**config.mk**
```make
export PLATFORM = sky130hd
export DESIGN_NAME = letc_core_decode_stage
export DESIGN_NICKNAME = d
export VERILOG_FILES = /design/src/rtl/letc_core_decode_stage.sv
export SDC_FILE = /design/constraint.sdc
export NUM_CORES = 1
export LEC_CHECK = 0
export CELL_PAD_IN_SITES_DETAIL_PLACEMENT = 1
export CELL_PAD_IN_SITES_GLOBAL_PLACEMENT = 1
export CORE_MARGIN = 1.5
export CORE_UTILIZATION = 40
export DETAILED_ROUTE_END_ITERATION = 6
export PLACE_DENSITY = 0.89
export SYNTH_ARGS = -nofsm -noshare
export SYNTH_HDL_FRONTEND = slang
export SYNTH_SLANG_ARGS = --single-unit
```
**constraint.sdc**
```tcl
create_clock -name i_clk -period 4.4 [get_ports i_clk]
set_clock_uncertainty 0.1 [all_clocks]
set_input_delay 0.44 -clock i_clk [delete_from_list [all_inputs] [get_ports i_clk]]
set_output_delay 0.44 -clock i_clk [all_outputs]
set_load 0.02 [all_outputs]
```
**src/rtl/letc_core_decode_stage.sv**
```systemverilog
// letc_core_decode_stage: instruction field split, immediate extraction and legality check, with a skid-buffered output
module letc_core_decode_stage #(
  parameter bit SUPPORT_AMO = 1'b1,
  parameter bit SKID_EN = 1'b1
) (
  input  logic        i_clk,
  input  logic        i_rst,
  input  logic        i_flush,
  input  logic        i_valid,
  output logic        o_ready,
  input  logic [29:0] i_instr,
  input  logic [31:0] i_pc,
  output logic        o_valid,
  input  logic        i_ready,
  output logic [31:0] o_pc,
  output logic [4:0]  o_opcode,
  output logic [4:0]  o_rd,
  output logic [4:0]  o_rs1,
  output logic [4:0]  o_rs2,
  output logic [2:0]  o_funct3,
  output logic [6:0]  o_funct7,
  output logic [31:0] o_imm,
  output logic        o_illegal
);
  localparam logic [4:0] OP_LOAD = 5'b00000, OP_MISC_MEM = 5'b00011, OP_OP_IMM = 5'b00100,
                         OP_AUIPC = 5'b00101, OP_STORE = 5'b01000, OP_AMO = 5'b01011,
                         OP_OP = 5'b01100, OP_LUI = 5'b01101, OP_BRANCH = 5'b11000,
                         OP_JALR = 5'b11001, OP_JAL = 5'b11011, OP_SYSTEM = 5'b11100;
  typedef struct packed {
    logic [31:0] pc;
    logic [4:0]  opcode;
    logic [4:0]  rd;
    logic [4:0]  rs1;
    logic [4:0]  rs2;
    logic [2:0]  funct3;
    logic [6:0]  funct7;
    logic [31:0] imm;
    logic        illegal;
  } dec_t;
  logic [31:2] ins;
  logic [4:0] op;
  logic [2:0] f3;
  logic is_load, is_store, is_branch, is_jalr, is_jal, is_i, is_u, opc_ok;
  logic in_fire, skid_valid;
  dec_t dec, out_q, skid_q;
  assign ins = i_instr;
  assign op = ins[6:2];
  assign f3 = ins[14:12];
  assign is_load = op == OP_LOAD;
  assign is_store = op == OP_STORE;
  assign is_branch = op == OP_BRANCH;
  assign is_jalr = op == OP_JALR;
  assign is_jal = op == OP_JAL;
  assign is_i = is_load | is_jalr | op == OP_OP_IMM | op == OP_MISC_MEM | op == OP_SYSTEM;
  assign is_u = op == OP_LUI | op == OP_AUIPC;
  assign opc_ok = is_i | is_u | is_store | is_branch | is_jal | op == OP_OP | (SUPPORT_AMO && op == OP_AMO);
  always_comb begin
    dec.pc = i_pc;
    dec.opcode = op;
    dec.rd = ins[11:7];
    dec.rs1 = ins[19:15];
    dec.rs2 = ins[24:20];
    dec.funct3 = f3;
    dec.funct7 = ins[31:25];
    dec.imm = is_i      ? {{20{ins[31]}}, ins[31:20]} :
              is_store  ? {{20{ins[31]}}, ins[31:25], ins[11:7]} :
              is_branch ? {{19{ins[31]}}, ins[31], ins[7], ins[30:25], ins[11:8], 1'b0} :
              is_u      ? {ins[31:12], 12'b0} :
              is_jal    ? {{11{ins[31]}}, ins[31], ins[19:12], ins[20], ins[30:21], 1'b0} : 32'b0;
    dec.illegal = !opc_ok | (is_jalr & f3 != 3'b000) | (is_branch & f3[2:1] == 2'b01) |
                  (is_load & (f3 == 3'b011 | f3[2:1] == 2'b11)) | (is_store & f3 >= 3'b011);
  end
  assign o_ready = SKID_EN ? !skid_valid : (!o_valid | i_ready);
  assign in_fire = i_valid & o_ready;
  always_ff @(posedge i_clk) begin
    if (i_rst) begin
      o_valid <= 1'b0;
      skid_valid <= 1'b0;
      out_q <= '0;
      skid_q <= '0;
    end else if (i_flush) begin
      o_valid <= 1'b0;
      skid_valid <= 1'b0;
    end else if (!o_valid || i_ready) begin
      if (skid_valid) begin
        out_q <= skid_q;
        o_valid <= 1'b1;
        skid_valid <= 1'b0;
      end else begin
        o_valid <= in_fire;
        if (in_fire) out_q <= dec;
      end
    end else if (in_fire && SKID_EN) begin
      skid_q <= dec;
      skid_valid <= 1'b1;
    end
  end
  assign o_pc = out_q.pc;
  assign o_opcode = out_q.opcode;
  assign o_rd = out_q.rd;
  assign o_rs1 = out_q.rs1;
  assign o_rs2 = out_q.rs2;
  assign o_funct3 = out_q.funct3;
  assign o_funct7 = out_q.funct7;
  assign o_imm = out_q.imm;
  assign o_illegal = out_q.illegal;
endmodule
```
==> Word-level counts from Yosys, hierarchy flattened <==
Index checks and enable logic that the tools add are counted.
{ "totals": {"register_bits": 192} }
{ "classes": {"order_cmp": 1, "n_eq_ne": 14, "mux": 8, "bitwise_logic": 23, "n_reduce_logical": 11} }
{ "ops": {"columns": ["op", "count"], "rows": [
  ["2-to-1 mux 95 bit", 2],
  ["2-to-1 mux 32 bit", 5],
  ["equality test 5 x 4 -> 1 bit, second input constant", 4],
  ["equality test 5 bit, second input constant", 4],
  ["bitwise OR 1 bit", 16],
  ["equality test 5 x 3 -> 1 bit, second input constant", 2],
  ["AND reduction 3 bit", 2],
  ["AND 1 bit", 5],
  ["equality test 5 x 2 -> 1 bit, second input constant", 1],
  ["logical NOT 5 bit", 1],
  ["equality test 3 x 2 -> 1 bit, second input constant", 1],
  ["greater-or-equal comparator 3 x 2 -> 1 bit, second input constant", 1],
  ["logical NOT 1 bit", 3],
  ["nonzero test 3 bit", 1],
  ["OR reduction 3 bit", 1],
  ["equality test 2 x 1 -> 1 bit, second input constant", 1],
  ["equality test 2 bit, second input constant", 1],
  ["inverter 1 bit", 2],
  ["nonzero test 2 bit", 1],
  ["OR reduction 2 bit", 1],
  ["logical OR 1 bit", 1],
  ["2-to-1 mux 1 bit", 1]
]} }

==> Longest topological paths before layout <==
Gate-level depths: netlist of the first run.
{ "logic_depth": {"depth_word": 18, "mapped_depth": 8, "depth_no_buf": 5} }

==> Least setup slack after synthesis of the first run <==
No wires, ideal clock.
{ "synth_path": {"path_type": "input-to-reg", "from": "in i_instr[0]", "to": "reg out_q (netlist bit o_imm[1])", "setup_time_ps": 133, "arrival_time_ps": 1617, "required_ps": 4167, "path_slack_ps": 2551, "path_stages": 6, "cell_sequence": "buf_2 -> buf_2 -> nor4b_4 -> mux2_2 -> nand3_1 -> a31oi_1"} }
{ "synth_between": {"elab_chain_len": 8} }
{ "synth_rtl": {"columns": ["item", "line_no", "rtl"], "rows": [
  ["start: declaration", "11", "input logic [29:0] i_instr,"],
  ["equality test 5 bit, or another cell as far along", "53", "assign is_jal = op == OP_JAL;"],
  ["2-to-1 mux 32 bit, or another cell as far along", "69", "is_jal ? {{11{ins[31]}}, ins[31], ins[19:12], ins[20], ins[30:21], 1'b0} : 32'b0;"],
  ["2-to-1 mux 32 bit or bitwise OR 1 bit (tied branches)", "68, 54", null],
  ["2-to-1 mux 32 bit or bitwise OR 1 bit (tied branches)", "67, 54", null],
  ["2-to-1 mux 32 bit or bitwise OR 1 bit (tied branches)", "66, 54", null],
  ["2-to-1 mux 32 bit *", "65", "dec.imm = is_i ? {{20{ins[31]}}, ins[31:20]} :"],
  ["2-to-1 mux 95 bit *", "91", "if (in_fire) out_q <= dec;"],
  ["2-to-1 mux 95 bit *", "85", "if (skid_valid) begin"],
  ["end signal: assignment", "86", "out_q <= skid_q;"],
  ["end: declaration", "45", "dec_t dec, out_q, skid_q;"]
]} }
Mark *: on every way between the ends. The rest lies on a longest branch, timed or not. The select of a mux whose other input is x is not followed.
A chain may end at the register's enable or synchronous reset.

==> Worst setup path after layout of the first run <==
{ "layout_path": {"from": "in i_instr[2]", "to": "reg skid_q[14] in the netlist's numbering"} }
{ "layout_between": {"elab_chain_len": 6} }
{ "layout_rtl": {"columns": ["item", "line_no", "rtl"], "rows": [
  ["equality test 5 bit, or another cell as far along", "53", null],
  ["2-to-1 mux 32 bit, or another cell as far along", "69", null],
  ["2-to-1 mux 32 bit or bitwise OR 1 bit (tied branches)", "68, 54", null],
  ["2-to-1 mux 32 bit or bitwise OR 1 bit (tied branches)", "67, 54", null],
  ["2-to-1 mux 32 bit or bitwise OR 1 bit (tied branches)", "66, 54", null],
  ["2-to-1 mux 32 bit *", "65", null],
  ["end signal: assignment", "80", "skid_q <= '0;"],
  ["end signal: assignment", "94", "skid_q <= dec;"],
  ["end: declaration", "45", null]
]} }
Mark *: on every way between the ends. The rest lies on a longest branch, timed or not.

==> results of run 1 <==
-- kinds of logic (layout without fill, tap and decap cells) --
family	Yosys count	in the layout	share of synthesized area, %
AO/OA/AOI/OAI	276	276	21.9
XOR/XNOR	1	1	0.109
buffers and inverters	96	209	5.27
flip-flops	192	192	47.9
multiplexers	62	62	7.79
other	0	1	0
AND/OR/NAND/NOR	323	323	17.0
-- stage by stage --
step | utilization [%] | worst slack, ns | total power, uW | instance area, um^2 | cells
2_1_floorplan | - | 2.55 | 2150 | 8030 | 950
3_3_place_gp | 49.4 | 1.22 | 2390 | 9680 | 1296
3_5_place_dp | 49.4 | 1.12 | 2400 | 9680 | 1296
4_1_cts | 52.6 | 1.49 | 4040 | 10300 | 1328
5_1_grt | 52.6 | 1.25 | 4140 | 10300 | 1329
6_report | 52.6 | 1.46 | 4000 | 10300 | 1329
-- worst min-delay path, stage by stage, from the launching register on --
cell and delay [ns]:
sky130_fd_sc_hd__dfxtp_1 0.31, sky130_fd_sc_hd__nand2_1 0.05, sky130_fd_sc_hd__a21oi_1 0.05
-- power by group through the flow --
stage               Sequential [uW]  Combinational, uW  Clock [uW]
floorplan                      1940                209           0
global placement               1880                512           0
detailed placement             1880                523           0
CTS                            1840                529        1670
global route                   1840                569        1730
finish                         1840                526        1630
-- sequential cells by signal, summed over array words and instances (netlist names) --
signal      cells
o_funct7        7
skid_q         95
o_opcode        5
skid_valid      1
o_imm          32
o_valid         1
o_rs2           5
o_funct3        3
o_illegal       1
o_rd            5
o_rs1           5
o_pc           32
-- area by class of cell --
cell class,instances,share of cell area (%)
clock inverters,13,1.76
flip-flops and latches,192,37.3
well taps,265,3.22
multi-input cells,662,36.6
diodes,1,0.0243
clock buffers,19,4.30
inverters,4,0.146
repair buffers,173,16.6
-- final timing paths --
check / endpoint / slack, ns / cells past startpoint / from
setup / recovery: skid_q[14] / 1.46 / 6 / i_instr[2]
hold reg to reg: skid_q[78] / 0.36 / 2 / skid_q[78]
setup reg to reg: o_imm[20] / 1.70 / 5 / skid_valid
hold / removal: skid_q[78] / 0.36 / 2 / skid_q[78]
-- routing by layer --
metal  track usage, %  wire length [um]  vias up
li1                 -                 -     3528
met1             29.8             11000     3580
met2             41.3             12200      182
met3             4.51              1070       30
met4             7.34               403        0
met5                0                 0        -
-- cells in the final DEF, fill, tap and decap left out, types with 10 or more instances in the layout --
cell type and n:
sky130_fd_sc_hd__dfxtp_1 191, sky130_fd_sc_hd__nand2_1 186, sky130_fd_sc_hd__clkdlybuf4s50_1 162, sky130_fd_sc_hd__a21oi_1 106, sky130_fd_sc_hd__nor2_1 76, sky130_fd_sc_hd__a211oi_1 65
sky130_fd_sc_hd__mux2i_1 58, sky130_fd_sc_hd__o21ai_0 54, sky130_fd_sc_hd__nand3_1 21, sky130_fd_sc_hd__a221oi_1 17, sky130_fd_sc_hd__clkbuf_16 17, sky130_fd_sc_hd__a31oi_1 12
sky130_fd_sc_hd__nor2b_1 10, sky130_fd_sc_hd__nor3_1 10, sky130_fd_sc_hd__a221oi_2 10, sky130_fd_sc_hd__buf_4 10
==> metrics.txt, run 1 <==
peak clock frequency supported by timing 340 MHz; number of input and output port buffers inserted 163; area leader, netlist sky130_fd_sc_hd__dfxtp_1; synth cell count leaders sky130_fd_sc_hd__dfxtp_1, sky130_fd_sc_hd__nand2_1, sky130_fd_sc_hd__a21oi_1, sky130_fd_sc_hd__nor2_1, sky130_fd_sc_hd__a211oi_1; sequential cell area fraction in the yosys report 47.9%; global-route wire length before repair 38,500 um; cell area after technology mapping 8030 um^2; CTS buffer count 17; num rows 51; FF+latch area 3850 um^2; Relative slew margins 24.1%; setup repair bufs after CTS 0; source-to-sink clock delay at the later pin of the worst-skew pair 0.43 ns; Worst Max-Slew Pin Slew 1.14 ns; warning count from the yosys run 0; Initial Utilization 41.0%; count of pins over their slew limit 0; Top delay family on crit path simple AND/OR/NAND/NOR gates; post-DR vias/cell 5.51; core box area 19,600 um^2; clock network fraction of total power 40.9%; final hold violations 0; total negative setup slack 0 ns; Crit path top cell by count sky130_fd_sc_hd__a21oi_1; floorplan die height 145 um; final setup vio count 0; dominant cells by area after synthesis sky130_fd_sc_hd__dfxtp_1, sky130_fd_sc_hd__nand2_1, sky130_fd_sc_hd__mux2i_1; buffer type at the clock tree root sky130_fd_sc_hd__clkbuf_16; Leakage Power 0.00333 uW; share of async-settable or async-resettable flops after synthesis 0%; flip-flop and latch count after synthesis 192; floorplan die area 20,900 um^2; num ports 164; Total Routed Length 24,700 um; most frequent cell after synthesis sky130_fd_sc_hd__dfxtp_1; Min-Delay Path Class flip-flop to flip-flop; DRC Markers 0; type of origin of the critical path primary input; mean instance size in the synthesized netlist 8.45 um^2; number of distinct library cells after synthesis 43; CP Data Arrival Time 3.20 ns; switching share of total power 26.2%; internal power contribution 2950 uW; number of maximum-capacitance constraint violations 0; routed wire length per instance 18.6 um; Max IR drop VDD 278 uV; Longest Clk Path Bufs 2; CTS Hold Bufs 0; unrepaired setup endpoints after global routing no; Critical Path, Cell by Cell clkdlybuf4s50_1 > nor3b_1 > a21oi_1 > nor2b_1 > a21oi_1 > a21oi_1; RePlAce Congestion 0.791; CTS sink count 192; total nets after synthesis 1,017; clock tree from TritonCTS yes; number of design-rule violations left by the first detailed-router iteration 381; instance count of the mapped netlist 950; H-tree depth reported by CTS 4; combined area of the multi-input logic cells 3770 um^2; gr ovfl total 0; share of post-route cells with drive strength above 1 6.30%; Layout Nets 1,117; initial antenna violation count 1; Filler cells 2,295; Post-synth EDFFs 0; master of the slowest instance on the critical path sky130_fd_sc_hd__clkdlybuf4s50_1; buffer and inverter count on the worst path 1; number of iterations in the first detailed-routing pass 4; clock slew seen by the registers of the worst setup and hold paths 0.07 ns; number of resized instances in the post-cts repair step 0; Slowest Stage Delay on Critical Path 0.93 ns; run status complete, no violations; Setup CP Type primary input to flip-flop; layout overhead on the synthesized area 28.3%; category of the worst setup path capture point flip-flop; Critical Path RT 4.66 ns; ratio of total power to cell area 388 nW/um^2; final worst hold slack 0.355 ns; NetSw 1050 uW; register share of total power 46.0%; Die Wd 145 um; Antenna Nets Post-Route 0; dominant synthesized flop cell sky130_fd_sc_hd__dfxtp_1; GRT Util Overall 23.8%; share of power burned in combinational logic 13.1%; Detailed Place HPWL 15,500 um; pin count of the biggest net entering global routing 98; number of global-route vias before repair 7,338; Vias 7,320; Yosys top cell area share 47.9%; time the final worst path needs with I/O delays and setup 2.94 ns; final period utilization 66.8%; Max FO, Critical Path 20
Power figures use the tool's default switching activity.
==> run 2: changes to the inputs <==
--- a/config.mk
+++ b/config.mk
@@ -8,9 +8,9 @@
 export CELL_PAD_IN_SITES_DETAIL_PLACEMENT = 1
 export CELL_PAD_IN_SITES_GLOBAL_PLACEMENT = 1
 export CORE_MARGIN = 1.5
-export CORE_UTILIZATION = 40
+export CORE_UTILIZATION = 38
 export DETAILED_ROUTE_END_ITERATION = 6
-export PLACE_DENSITY = 0.89
+export PLACE_DENSITY = 0.86
 export SYNTH_ARGS = -nofsm -noshare
 export SYNTH_HDL_FRONTEND = slang
 export SYNTH_SLANG_ARGS = --single-unit
==> constraint.sdc (replaced) <==
create_clock -name i_clk -period 2.9 [get_ports i_clk]
set_clock_uncertainty 0.1 [all_clocks]
set_input_delay 0.29 -clock i_clk [delete_from_list [all_inputs] [get_ports i_clk]]
set_output_delay 0.29 -clock i_clk [all_outputs]
set_load 0.02 [all_outputs]
==> run 2 against run 1 <==
Core utilization down 1.4 points. Via count down 0.48%. Clock power grew 60%. Sequential power rose by 52%. Die area up 5.2%. Clock-buffer cell count is the same. Global-route usage fell by 1.5 points. Non-clock buffer count up 11. Critical path depth unchanged. Design area is 1.8% higher. Critical path type unchanged.
==> metrics.txt, run 2 (same netlist as run 1, synthesis figures left out) <==
RePlAce Congestion 0.789 (-0.33%); Min-Delay Path Class primary input to flip-flop; register containing the most flip-flops in the final layout skid_q; DRC Markers 0 (unchanged); share of post-route cells with drive strength above 1 7.36% (+1.1 points); routing usage on met3 4.05% (-0.46 points); CTS sink count 192 (unchanged); flop2flop setup slack 0.67 ns (-1.03 ns); Initial Utilization 39.2% (-1.8 points); gr ovfl total 0 (unchanged); Leakage Power 0.00343 uW (+2.8%); Longest Clk Path Bufs 2 (unchanged); Antenna Nets Post-Route 0 (unchanged); most common cell after layout, fill and taps aside sky130_fd_sc_hd__dfxtp_1; Vias 7,285 (-0.48%); Worst setup startpoint i_valid; met2 capacity usage during global routing 37.2% (-4.2 points); category of the worst setup path capture point flip-flop; floorplan die height 148 um (+2.5%); final period utilization 80.0%; peak clock frequency supported by timing 431 MHz; Critical Path RT 3.07 ns (-1.59 ns); number of resized instances in the post-cts repair step 0 (unchanged); unrepaired setup endpoints after global routing no; worst r2r path cells 5 (unchanged); master of the slowest instance on the critical path sky130_fd_sc_hd__a21boi_2; number of global-route vias before repair 7,300 (-0.52%); Detailed Place HPWL 16,000 um (+2.8%); most congested layer reported by global routing met2; Top delay family on crit path compound AO/OA/AOI/OAI gates; CP Data Arrival Time 2.50 ns (-0.70 ns); run status complete, no violations; clock tree from TritonCTS yes; Slowest Stage Delay on Critical Path 0.69 ns (-0.24 ns); power consumption 6200 uW (+55%); GRT Util Overall 22.3% (-1.5 points); final hold violations 0 (unchanged); core box area 20,500 um^2 (+4.6%); floorplan die area 22,000 um^2 (+5.2%); num ports 164 (unchanged); H-tree depth reported by CTS 4 (unchanged); initial antenna violation count 0 (-1); hold_sp i_pc[23]; total negative setup slack 0 ns (unchanged); Max IR drop VDD 369 uV (+32%); CTS buffer count 17 (unchanged); Placed Instances 1,312 (+1.2%); post-DR vias/cell 5.42 (-1.6%); filler-free cell count of the finished design 1,344 (+1.1%); time the final worst path needs with I/O delays and setup 2.32 ns; met1 track utilization from global routing 29.4% (-0.44 points); num rows 52 (+2.0%); routed wire length per instance 18.2 um (-2.2%); type of origin of the critical path primary input; number of input and output port buffers inserted 163 (unchanged); leading cell types in the layout, fill and taps excluded sky130_fd_sc_hd__dfxtp_1, sky130_fd_sc_hd__nand2_1, sky130_fd_sc_hd__clkdlybuf4s50_1; source-to-sink clock delay at the later pin of the worst-skew pair 0.43 ns (about the same); setup repair bufs after CTS 0 (unchanged); WP depth 6 (unchanged); Relative slew margins 33.9% (+9.8 points); buffer type at the clock tree root sky130_fd_sc_hd__clkbuf_16; buffer and inverter count on the worst path 1 (unchanged); CTS Hold Bufs 0 (unchanged); Max FO, Critical Path 11 (-45%); layout overhead on the synthesized area 30.6%; Crit Reg-Reg Startpoint skid_valid; global-route wire length before repair 38,900 um (+0.95%); pin count of the biggest net entering global routing 166 (+69%); Die Wd 148 um (+2.5%); Layout Nets 1,128 (+0.98%); Setup CP Type primary input to flip-flop; Critical Path, Cell by Cell clkdlybuf4s50_1 > nor2_2 > or3_1 > nor2_4 > a21boi_2 > a221oi_1; ratio of total power to cell area 591 nW/um^2 (+52%); worst hold path stage count 3 (+1); Total Routed Length 24,400 um (-1.0%); Largest register FFs 95 (unchanged); ant diodes 0 (-1); number of design-rule violations left by the first detailed-router iteration 371 (-2.6%); Worst Max-Slew Pin Slew 0.990 ns (-0.146 ns); number of maximum-capacitance constraint violations 0 (unchanged); clock slew seen by the registers of the worst setup and hold paths 0.07 ns (about the same); number of iterations in the first detailed-routing pass 5 (+1); count of pins over their slew limit 0 (unchanged); final setup vio count 0 (unchanged)
==> run 2: changes by cell type in the layout (fill, tap and decap cells not counted) <==
cell                        previous run  this run
sky130_fd_sc_hd__buf_4                10        15
sky130_fd_sc_hd__clkinv_4              3         1
sky130_fd_sc_hd__bufinv_16             3         4
sky130_fd_sc_hd__buf_12                0         6
sky130_fd_sc_hd__clkinv_8              1         0
sky130_fd_sc_hd__clkbuf_1              1         0
sky130_fd_sc_hd__diode_2               1         0
sky130_fd_sc_hd__inv_6                 2         4
sky130_fd_sc_hd__clkbuf_8              1         2
==> run 2: per-layer routing <==
metal  vias up  share of wire [%]
met5         -                  0
met3        32                4.1
li1       3557                  -
met1      3518                 46
met2       178                 48
met4         0                1.7
==> run 2: worst min-delay path: stages <==
cell	delay, ns
sky130_fd_sc_hd__clkdlybuf4s50_1	0.42
sky130_fd_sc_hd__nand2_1	0.06
sky130_fd_sc_hd__a21oi_1	0.05
==> run 2: through the flow <==
step           util (%)  instance area (um^2)  hold slack [ns]  setup slack [ns]
5_1_grt            51.2                 10500            0.344             0.453
3_5_place_dp       48.0                  9840            0.348             0.159
2_1_floorplan         -                  8030            0.268              1.12
6_report           51.2                 10500            0.332             0.579
3_3_place_gp       48.0                  9840            0.339             0.154
4_1_cts            51.2                 10500            0.315             0.586
==> run 2: final timing paths <==
check | to
setup / recovery | o_imm[20]
hold / removal | skid_q[86]
setup reg to reg | o_imm[20]
hold reg to reg | skid_q[90]
==> run 2: layout make-up <==
class	count	area, um^2
Multi-Input combinational cell	662	3770
Fill cell	2397	10000
Clock inverter	13	195
Tap cell	270	338
Clock buffer	19	453
Inverter	4	15.0
Timing Repair Buffer	184	1870
Sequential cell	192	3850
==> run 2: power by group <==
part | leakage (uW) | internal [uW] | switching [uW] | total, uW
Clock | 0.000313 | 1510 | 1090 | 2600
Combinational | 0.00155 | 358 | 456 | 814
Sequential | 0.00156 | 2730 | 55.4 | 2790
Total | 0.00343 | 4600 | 1600 | 6200
